`src/rtl/evb_result_writer_if.sv`:
```
// Evaluator-side and output-FIFO-side signals of the EVB result writer.
// The writer is the slave; the evaluator/FIFO environment is the master.
interface evb_result_writer_if;
  logic        start_wr;
  logic [4:0]  b;
  logic        result_valid;
  logic [31:0] result;
  logic [31:0] status;
  logic        done_evb;
  logic        fifo_full;
  logic        wr_en_out;
  logic [31:0] data_out;
  logic        done_out;
  logic        busy;

  modport master (
    output start_wr, b, result_valid, result, status, done_evb, fifo_full,
    input  wr_en_out, data_out, done_out, busy
  );

  modport slave (
    input  start_wr, b, result_valid, result, status, done_evb, fifo_full,
    output wr_en_out, data_out, done_out, busy
  );
endinterface

```
`src/rtl/evb_result_writer.sv`:
```
// Buffers per-polynomial EVB results in a circular queue, drains them into the
// output FIFO under back-pressure, then appends one summary status word.
module evb_result_writer #(
  parameter int queue_depth = 32
) (
  input  logic               clk,
  input  logic               rst,
  input  logic               rst_instr,
  evb_result_writer_if.slave io
);
  localparam int          AW    = $clog2(queue_depth);
  localparam logic [AW:0] QFULL = queue_depth[AW:0];

  typedef enum logic [2:0] {
    IDLE    = 3'd0,
    COLLECT = 3'd1,
    DRAIN   = 3'd2,
    STATUS  = 3'd3,
    DONE    = 3'd4
  } state_t;

  state_t        state, state_nxt;
  logic [31:0]   mem [queue_depth];
  logic [AW-1:0] rd_ptr, wr_ptr;
  logic [AW:0]   count, count_nxt;
  logic [4:0]    b_lat;
  logic [5:0]    rcv, rcv_nxt;
  logic          mismatch, overflow, fs_set;
  logic [29:0]   first_status;
  logic          wr_en_r, wr_en_d, done_r, done_d;
  logic [31:0]   data_r, data_d;
  logic          active, pop, enq_req, drop, enq;
  logic [31:0]   summary;

  assign active    = (state == COLLECT) || (state == DRAIN);
  assign pop       = active && (count != '0) && !io.fifo_full;
  assign enq_req   = active && io.result_valid;
  // A full queue still accepts a result when the head leaves in the same cycle.
  assign drop      = enq_req && (count == QFULL) && !pop;
  assign enq       = enq_req && !drop;
  assign count_nxt = count + {{AW{1'b0}}, enq} - {{AW{1'b0}}, pop};
  assign rcv_nxt   = (enq_req && rcv != 6'h3f) ? rcv + 6'd1 : rcv;
  assign summary   = {overflow, mismatch, first_status};

  always_ff @(posedge clk or negedge rst) begin
    if (!rst)            state <= IDLE;
    else if (!rst_instr) state <= IDLE;
    else                 state <= state_nxt;
  end

  always_comb begin
    state_nxt = state;
    wr_en_d   = 1'b0;
    data_d    = data_r;
    done_d    = 1'b0;
    case (state)
      IDLE:    if (io.start_wr) state_nxt = COLLECT;
      COLLECT: if (io.done_evb) state_nxt = DRAIN;
      // Leave only once nothing is left, including a late result arriving now.
      DRAIN:   if (count_nxt == '0) state_nxt = STATUS;
      STATUS:  if (!io.fifo_full) begin
        wr_en_d   = 1'b1;
        data_d    = summary;
        state_nxt = DONE;
      end
      DONE: begin
        done_d    = 1'b1;
        state_nxt = IDLE;
      end
      default: state_nxt = IDLE;
    endcase
    if (pop) begin
      wr_en_d = 1'b1;
      data_d  = mem[rd_ptr];
    end
  end

  always_ff @(posedge clk) begin
    if (enq) mem[wr_ptr] <= io.result;
  end

  always_ff @(posedge clk or negedge rst) begin
    if (!rst) begin
      rd_ptr <= '0; wr_ptr <= '0; count <= '0;
      b_lat <= '0; rcv <= '0; mismatch <= 1'b0; overflow <= 1'b0;
      fs_set <= 1'b0; first_status <= '0;
      wr_en_r <= 1'b0; data_r <= '0; done_r <= 1'b0;
    end else if (!rst_instr) begin
      rd_ptr <= '0; wr_ptr <= '0; count <= '0;
      b_lat <= '0; rcv <= '0; mismatch <= 1'b0; overflow <= 1'b0;
      fs_set <= 1'b0; first_status <= '0;
      wr_en_r <= 1'b0; data_r <= '0; done_r <= 1'b0;
    end else begin
      wr_en_r <= wr_en_d;
      data_r  <= data_d;
      done_r  <= done_d;
      count   <= count_nxt;
      if (pop) rd_ptr <= rd_ptr + 1'b1;
      if (enq) wr_ptr <= wr_ptr + 1'b1;
      if (state == IDLE && io.start_wr) begin
        b_lat        <= io.b;
        rcv          <= '0;
        mismatch     <= 1'b0;
        overflow     <= 1'b0;
        fs_set       <= 1'b0;
        first_status <= '0;
      end else begin
        rcv <= rcv_nxt;
        if (drop) overflow <= 1'b1;
        if (enq_req && io.status != '0 && !fs_set) begin
          fs_set       <= 1'b1;
          first_status <= io.status[29:0];
        end
        // Counts this cycle's result too, so a last result coinciding with done_evb is included.
        if (state == COLLECT && io.done_evb) mismatch <= (rcv_nxt != {1'b0, b_lat});
      end
    end
  end

  assign io.wr_en_out = wr_en_r;
  assign io.data_out  = data_r;
  assign io.done_out  = done_r;
  assign io.busy      = (state != IDLE);
endmodule

```
`src/flat_wrapper.sv`:
```
// flat-port wrapper written by rule: the top's interface ports become plain ports
module evb_result_writer_flat 
#(
  parameter int queue_depth = 32
)
  (clk, rst, rst_instr, io_start_wr, io_b, io_result_valid, io_result, io_status, io_done_evb, io_fifo_full, io_wr_en_out, io_data_out, io_done_out, io_busy);
  evb_result_writer_if io_i ();
  input  logic clk;
  input  logic rst;
  input  logic rst_instr;
  input wire logic [$bits(io_i.start_wr)-1:0] io_start_wr;
  input wire logic [$bits(io_i.b)-1:0] io_b;
  input wire logic [$bits(io_i.result_valid)-1:0] io_result_valid;
  input wire logic [$bits(io_i.result)-1:0] io_result;
  input wire logic [$bits(io_i.status)-1:0] io_status;
  input wire logic [$bits(io_i.done_evb)-1:0] io_done_evb;
  input wire logic [$bits(io_i.fifo_full)-1:0] io_fifo_full;
  output wire logic [$bits(io_i.wr_en_out)-1:0] io_wr_en_out;
  output wire logic [$bits(io_i.data_out)-1:0] io_data_out;
  output wire logic [$bits(io_i.done_out)-1:0] io_done_out;
  output wire logic [$bits(io_i.busy)-1:0] io_busy;
  assign io_i.start_wr = io_start_wr;
  assign io_i.b = io_b;
  assign io_i.result_valid = io_result_valid;
  assign io_i.result = io_result;
  assign io_i.status = io_status;
  assign io_i.done_evb = io_done_evb;
  assign io_i.fifo_full = io_fifo_full;
  assign io_wr_en_out = io_i.wr_en_out;
  assign io_data_out = io_i.data_out;
  assign io_done_out = io_i.done_out;
  assign io_busy = io_i.busy;
  evb_result_writer #(.queue_depth(queue_depth)) u_core (.clk(clk), .rst(rst), .rst_instr(rst_instr), .io(io_i));
endmodule
```
`config.mk`:
```
export PLATFORM = sky130hd
export DESIGN_NAME = evb_result_writer_flat
export DESIGN_NICKNAME = d
export VERILOG_FILES = /design/src/rtl/evb_result_writer_if.sv /design/src/rtl/evb_result_writer.sv /design/src/flat_wrapper.sv
export SDC_FILE = /design/constraint.sdc
export NUM_CORES = 1
export LEC_CHECK = 0
export CAP_MARGIN = 25
export CORE_ASPECT_RATIO = 1.5
export CORE_MARGIN = 8
export CORE_UTILIZATION = 58
export DETAILED_ROUTE_END_ITERATION = 6
export GPL_TIMING_DRIVEN = 0
export HOLD_SLACK_MARGIN = 0.15
export PLACE_DENSITY = 0.79
export SLEW_MARGIN = 5
export SYNTH_ARGS = -nofsm -noshare
export SYNTH_HDL_FRONTEND = slang
export SYNTH_SLANG_ARGS = --single-unit
```
`constraint.sdc`:
```
create_clock -name clk -period 7.7 [get_ports clk]
set_input_delay 0.77 -clock clk [delete_from_list [all_inputs] [get_ports clk]]
set_output_delay 0.77 -clock clk [all_outputs]
set_load 0.01 [all_outputs]
```
# [Yosys cells after proc, flatten, opt, wreduce, memory -nomap -nowiden]
# Memory sizes are Yosys's and may differ from the RTL's.
# Index checks and enable logic that the tools add are counted.
# W data, S select, Z words.
[op_classes] add_sub_neg=5 n_eq_ne=19 n_mux=40 reduce_logical=23
[ops] operator="$mux W32" count=4
[ops] operator="$mux W30" count=3
[ops] operator="$reduce_bool A32 Y1" count=1
[ops] operator="$mux W5" count=6
[ops] operator="$mux W6" count=4
[ops] operator="$mux W1" count=17
[ops] operator="$mux W3" count=5
[ops] operator="$ne A3 B1 Y1 const B" count=4
[ops] operator="$ne A3 B3 Y1 const B" count=4
[ops] operator="$pmux W3 S4" count=1
[ops] operator="$logic_and A1 B1 Y1" count=11
[ops] operator="$add A5 B1 Y5 const B" count=2
[ops] operator="$add A6 B1 Y6" count=1
[ops] operator="$add A6 B1 Y6 const B" count=1
[ops] operator="$eq A3 B2 Y1 const B" count=2
[ops] operator="$eq A6 B6 Y1 const B" count=1
[ops] operator="$logic_not A6 Y1" count=1
[ops] operator="$ne A2 B1 Y1 const B" count=3
[ops] operator="$ne A6 B5 Y1" count=1
[ops] operator="$ne A6 B6 Y1 const B" count=1
[ops] operator="$reduce_bool A6 Y1" count=1
[ops] operator="$sub A6 B1 Y6" count=1
[ops] operator="$logic_not A1 Y1" count=4
[ops] operator="$reduce_and A4 Y1" count=1
[ops] operator="7 further kinds" count=7
[word_totals] register_bits=97 mem_bits_rw=1024 output_inout_bits=35 memories=1
[mem_list] name="u_core.mem" words=32 width=32 rd=1 rd_ports_with_merged_regs=0 write_ports=1 line="evb_result_writer.sv:23" source="logic [31:0] mem [queue_depth];"

# [Depth between registers and ports, before layout]
[logic_depth] depth_word=14 mapped_depth=15 mapped_depth_nobuf=15

# [Worst setup path before layout]
# Ideal clock, no wire load.
[synth_path] kind="register to register" startpoint="register u_core.state[1]" endpoint="register u_core.state[0]" setup_ns=0.082 t_arrival_ns=3.500 required_time_ns=7.618 setup_slack_ns=4.118 stages_incl_launch_ff=13 path_buffers=1 path_cell_list="dfrtp_1 -> buf_2 -> xnor2_1 -> or2_2 -> nor3_1 -> ha_1 -> inv_1 -> ha_1 -> fa_1 -> o21bai_1 -> or4_1 -> or4_1 -> o22ai_1"
[synth_via] elab_chain_cells=13
[synth_rtl] item="start, declared" line="evb_result_writer.sv:22" source="state_t state, state_nxt;"
[synth_rtl] item="start signal, assigned" line="evb_result_writer.sv:48" source="else state <= state_nxt;"
[synth_rtl] item="$eq A3 B1 Y1 / $eq A3 B2 Y1 (equally long branches)" line="evb_result_writer.sv:35, evb_result_writer.sv:56"
[synth_rtl] item="$logic_or A1 B1 Y1" line="evb_result_writer.sv:35" source="assign active = (state == COLLECT) || (state == DRAIN);"
[synth_rtl] item="$logic_and A1 B1 Y1 (2 in a row)" line="evb_result_writer.sv:36" source="assign pop = active && (count != '0) && !io.fifo_full;"
[synth_rtl] item="$logic_not A1 Y1" line="evb_result_writer.sv:39" source="assign drop = enq_req && (count == QFULL) && !pop;"
[synth_rtl] item="$logic_and A1 B1 Y1" line="evb_result_writer.sv:39"
[synth_rtl] item="$logic_not A1 Y1" line="evb_result_writer.sv:40" source="assign enq = enq_req && !drop;"
[synth_rtl] item="$logic_and A1 B1 Y1" line="evb_result_writer.sv:40"
[synth_rtl] item="$add A6 B1 Y6" line="evb_result_writer.sv:41" source="assign count_nxt = count + {{AW{1'b0}}, enq} - {{AW{1'b0}}, pop};"
[synth_rtl] item="$sub A6 B1 Y6" line="evb_result_writer.sv:41"
[synth_rtl] item="$logic_not A6 Y1" line="evb_result_writer.sv:60" source="DRAIN: if (count_nxt == '0) state_nxt = STATUS;"
[synth_rtl] item="$ne A3 B3 Y1 (no line)"
[synth_rtl] item="$reduce_and A4 Y1 (no line)"
# Several ways; a longest one is shown, not always the timed one.
# A chain may end at the register's enable or synchronous reset.

# [Worst setup path after layout]
[layout_path] startpoint="register u_core.rd_ptr[1]" endpoint="register u_core.data_r[17] (netlist: u_core.io.data_out[17])"
[layout_via] elab_chain_cells=3
[layout_rtl] item="start, declared" line="evb_result_writer.sv:24" source="logic [AW-1:0] rd_ptr, wr_ptr;"
[layout_rtl] item="start signal, assigned" line="evb_result_writer.sv:98" source="if (pop) rd_ptr <= rd_ptr + 1'b1;"
[layout_rtl] item="$mem_v2 Z32 W32"
[layout_rtl] item="$mux W32" line="evb_result_writer.sv:72" source="if (pop) begin"
[layout_rtl] item="$mux W32" line="evb_result_writer.sv:88" source="end else if (!rst_instr) begin"
[layout_rtl] item="end signal, assigned" line="evb_result_writer.sv:95" source="data_r <= data_d;"
[layout_rtl] item="end, declared" line="evb_result_writer.sv:31" source="logic [31:0] data_r, data_d;"
# Every way passes these cells.

==> flow_metrics.tcl <==
set metrics [dict create \
    max_freq_mhz 228 \
    period_share_pct 57.0 \
    critPathMaxStageDelay_ns 0.87 \
    cts_root_buffer "clkbuf_16" \
    dp_hpwl_mm 74.3 \
    dr.max_layer_used "met5" \
    p_switching_uw 3520 \
    die_w_microns 239 \
    rows 122 \
    slowest_stage "buf_1" \
    synth_warnings 0 \
    hold_viol_final 0 \
    drive_gt1_share_pct 28.5 \
    yosys_register_bits 1121 \
    critical_path_class "flop to flop" \
    grt_pass1_wl_mm 171 \
    drt-vias-per-instance 7.01 \
    p_int_uw 10700 \
    r2r_cells 8 \
    first_pass_iters 6 \
    yosysMostFrequentCell "edfxtp_1" \
    start_util_pct 58.6 \
    synth_top_area_cell "edfxtp_1" \
    fin_nets 2244 \
    relSlewSlack_pct 22.9 \
    routed_wl_mm 123 \
    clockPowerShare_pct 36.1 \
    cp_num_cells 8 \
    rsz0062_at_grt "no" \
    stdcell_area_sq_mm 0.0503 \
    cts_sinks 1121 \
    cts_tree "built" \
    core_sq_mm 0.0739 \
    critPathArrivalTime_ns 4.91 \
    maxCapViolations 0 \
    startpoint_type "flop" \
    clock_skew_ns 0.0321 \
    met3WireLength_mm 12.4 \
    crit_path_end_kind "flop" \
    pre_cts_ws_ns 3.29 \
    io_pins 111 \
    track_usage_pct 29.3 \
    grt_antenna_before_repair 10 \
    ys.flop_type "edfxtp_1" \
    wl_per_cell_microns 38.1 \
    port_buffers 109 \
    grt_overflow 0 \
    crit_chain "clkbuf_1, clkbuf_1, buf_1, mux4_2, mux4_2, mux2_2, a222oi_1, inv_1" \
    wl_met2_mm 62.2 \
    fin_tns_setup_ns 0 \
    drtIter0Drc 3623 \
    die_y_microns 351 \
    cts_setup_buffers 0 \
    syn-num-nets 1974 \
    ys_async_sr_fraction_pct 8.65 \
    outcome "complete, no violations" \
    worstMarginPinSlew_ns 1.16 \
    fillers 4297 \
    whs_path_depth 2 \
    synth.avg_cell_area_sq_um 23.0 \
    ys_types 45 \
    drc_errors 0 \
    cts_made_buffers 99 \
    synth_cells 1882 \
    vias 22700 \
    layout_setup_ws_ns 3.31 \
    path_buf_inv 4 \
    utilization_pct 68.1 \
    insertion_delay_ns 0.68 \
    worstPathMaxFanout 10 \
    synth_top_area_share_pct 71.0 \
    min_path_type "flop to flop" \
    peakVddDrop_mv 0.201 \
    die_area_sq_mm 0.0838 \
    synth.top_cells.by_count "1024 x edfxtp_1, 320 x mux4_2, 97 x dfrtp_1" \
    cts_buffer_depth 3 \
    ctsHtreeMaxLevel 3 \
    fin_crit_ns 4.39 \
    required_ns 8.23 \
    clk_pin_slew_ns 0.07 \
    setup_violations 0 \
    routabilityCongestion 0.829 \
    synth_edf_count 1024 \
    netlist_top_cells_area "edfxtp_1 71%, mux4_2 17%, dfrtp_1 5.6%, mux2_2 0.83%, a222oi_1 0.74%" \
    dpl_cell_area_sq_mm 0.0466 \
    grt_max_degree 56 \
    synth_area_sq_mm 0.0433 \
    comb_power_share_pct 16.0 \
    synthToLayoutAreaGrowth_pct 16.3 \
    wl_met1_mm 39.7 \
    p_leak_uw 0.0160 \
    cp_top_family "buffers and inverters" \
    seqPwrFrac_pct 48.0 \
    switching_share_pct 24.7 \
    p_per_area_mw_per_mm2 283 \
    antenna_left 0 \
    drv_slew 0 \
    grt_pass1_vias 23400 \
    synth_seq_area_share_pct 76.6 \
]
==> worst reg2reg max path: cells and delay by family (launching register included) <==
kind | cells | cell delay [ns]
AO/OA/AOI/OAI | 1 | 0.41
flip-flops | 1 | 0.38
buffers and inverters | 4 | 2.12
multiplexers | 3 | 1.33
==> what timing repair did <==
item,CTS,global route
hold buffers,1,0
gates resized for setup,0,0
hold endpoints to repair,42,0
==> registers in the layout (all words and copies together), names as in the netlist, 3 cells and up <==
register             flops
u_core.b_lat             5
u_core.count             6
u_core.rd_ptr            5
u_core.io.data_out      32
u_core.state             3
u_core.wr_ptr            5
u_core.first_status     30
u_core.mem            1024
u_core.rcv               6
==> metrics by stage <==
stage                     total power (uW)  hold WS [ns]  instances
final                                14300         0.491       3236
after floorplan                       8370         0.457       1882
after detailed placement              9160         0.478       3021
after CTS                            14300         0.474       3207
after global routing                 14600         0.521       3234
after global placement                9060         0.475       2983
==> placed cells by master (no fill, tap or decap), drive strengths merged, types with 4 or more instances in the layout <==
master and instances:
and2 14, mux4 320, xnor2 12, clkinv 33
mux2i 8, nor2 53, bufinv 12, a21oi 7
dfrtp 97, mux2 32, edfxtp 1024, nand2b 4
diode 8, buf 102, nor3 7, clkbuf 188
nor2b 8, clkdlybuf4s50 108, xor2 9, a222oi 32
nor4 9, inv 52, clkinvlp 5, nand4 6
o21ai 4, nand2 12, a22o 30, nand3 4
ha 15
==> power by group through the flow <==
stage	Sequential, uW	Combinational [uW]	Clock (uW)
after floorplan	6960	1410	0
after global placement	6970	2090	0
after detailed placement	6970	2190	0
after CTS	6850	2250	5150
after global routing	6850	2370	5350
final	6850	2280	5150
==> worst paths after layout <==
kind,start,endpoint,slack (ns)
min in group asynchronous,rst,u_core.io.wr_en_out,0.65
max in group asynchronous,rst,u_core.io.data_out[8],6.30
min,u_core.first_status[7],u_core.io.data_out[7],0.49
max,u_core.rd_ptr[1],u_core.io.data_out[17],3.31
min reg2reg,u_core.first_status[7],u_core.io.data_out[7],0.49
max reg2reg,u_core.rd_ptr[1],u_core.io.data_out[17],3.31
==> layout make-up <==
| class | count | area, sq um | area share [%] |
|---|---|---|---|
| sequential | 1121 | 33200 | 65.9 |
| multi-input combinational | 614 | 9690 | 19.3 |
| clock buffer | 128 | 2700 | 5.37 |
| timing repair buffer | 169 | 2190 | 4.35 |
| tap | 992 | 1240 | 2.47 |
| clock inverter | 57 | 638 | 1.27 |
| buffer | 102 | 507 | 1.01 |
| inverter | 45 | 169 | 0.336 |
| antenna | 8 | 20.0 | 0.0398 |
==> cell families after synthesis <==
logic type | after synthesis | share of synthesized area, %
multiplexers | 360 | 17.7
XOR/XNOR | 21 | 0.425
AO/OA/AOI/OAI | 86 | 1.70
AND/OR/NAND/NOR | 131 | 1.53
buffers and inverters | 147 | 1.56
flip-flops | 1121 | 76.6
adder cells (fa/ha/maj) | 16 | 0.480
==> routing by layer <==
metal  GRT usage (%)  vias to the layer above
met1            34.2                    11800
met2            49.2                     1939
met3            6.07                      411
met4            19.1                        4
met5               0                        -
li1                -                     8515
No activity file was read; power rests on OpenSTA's default activity.
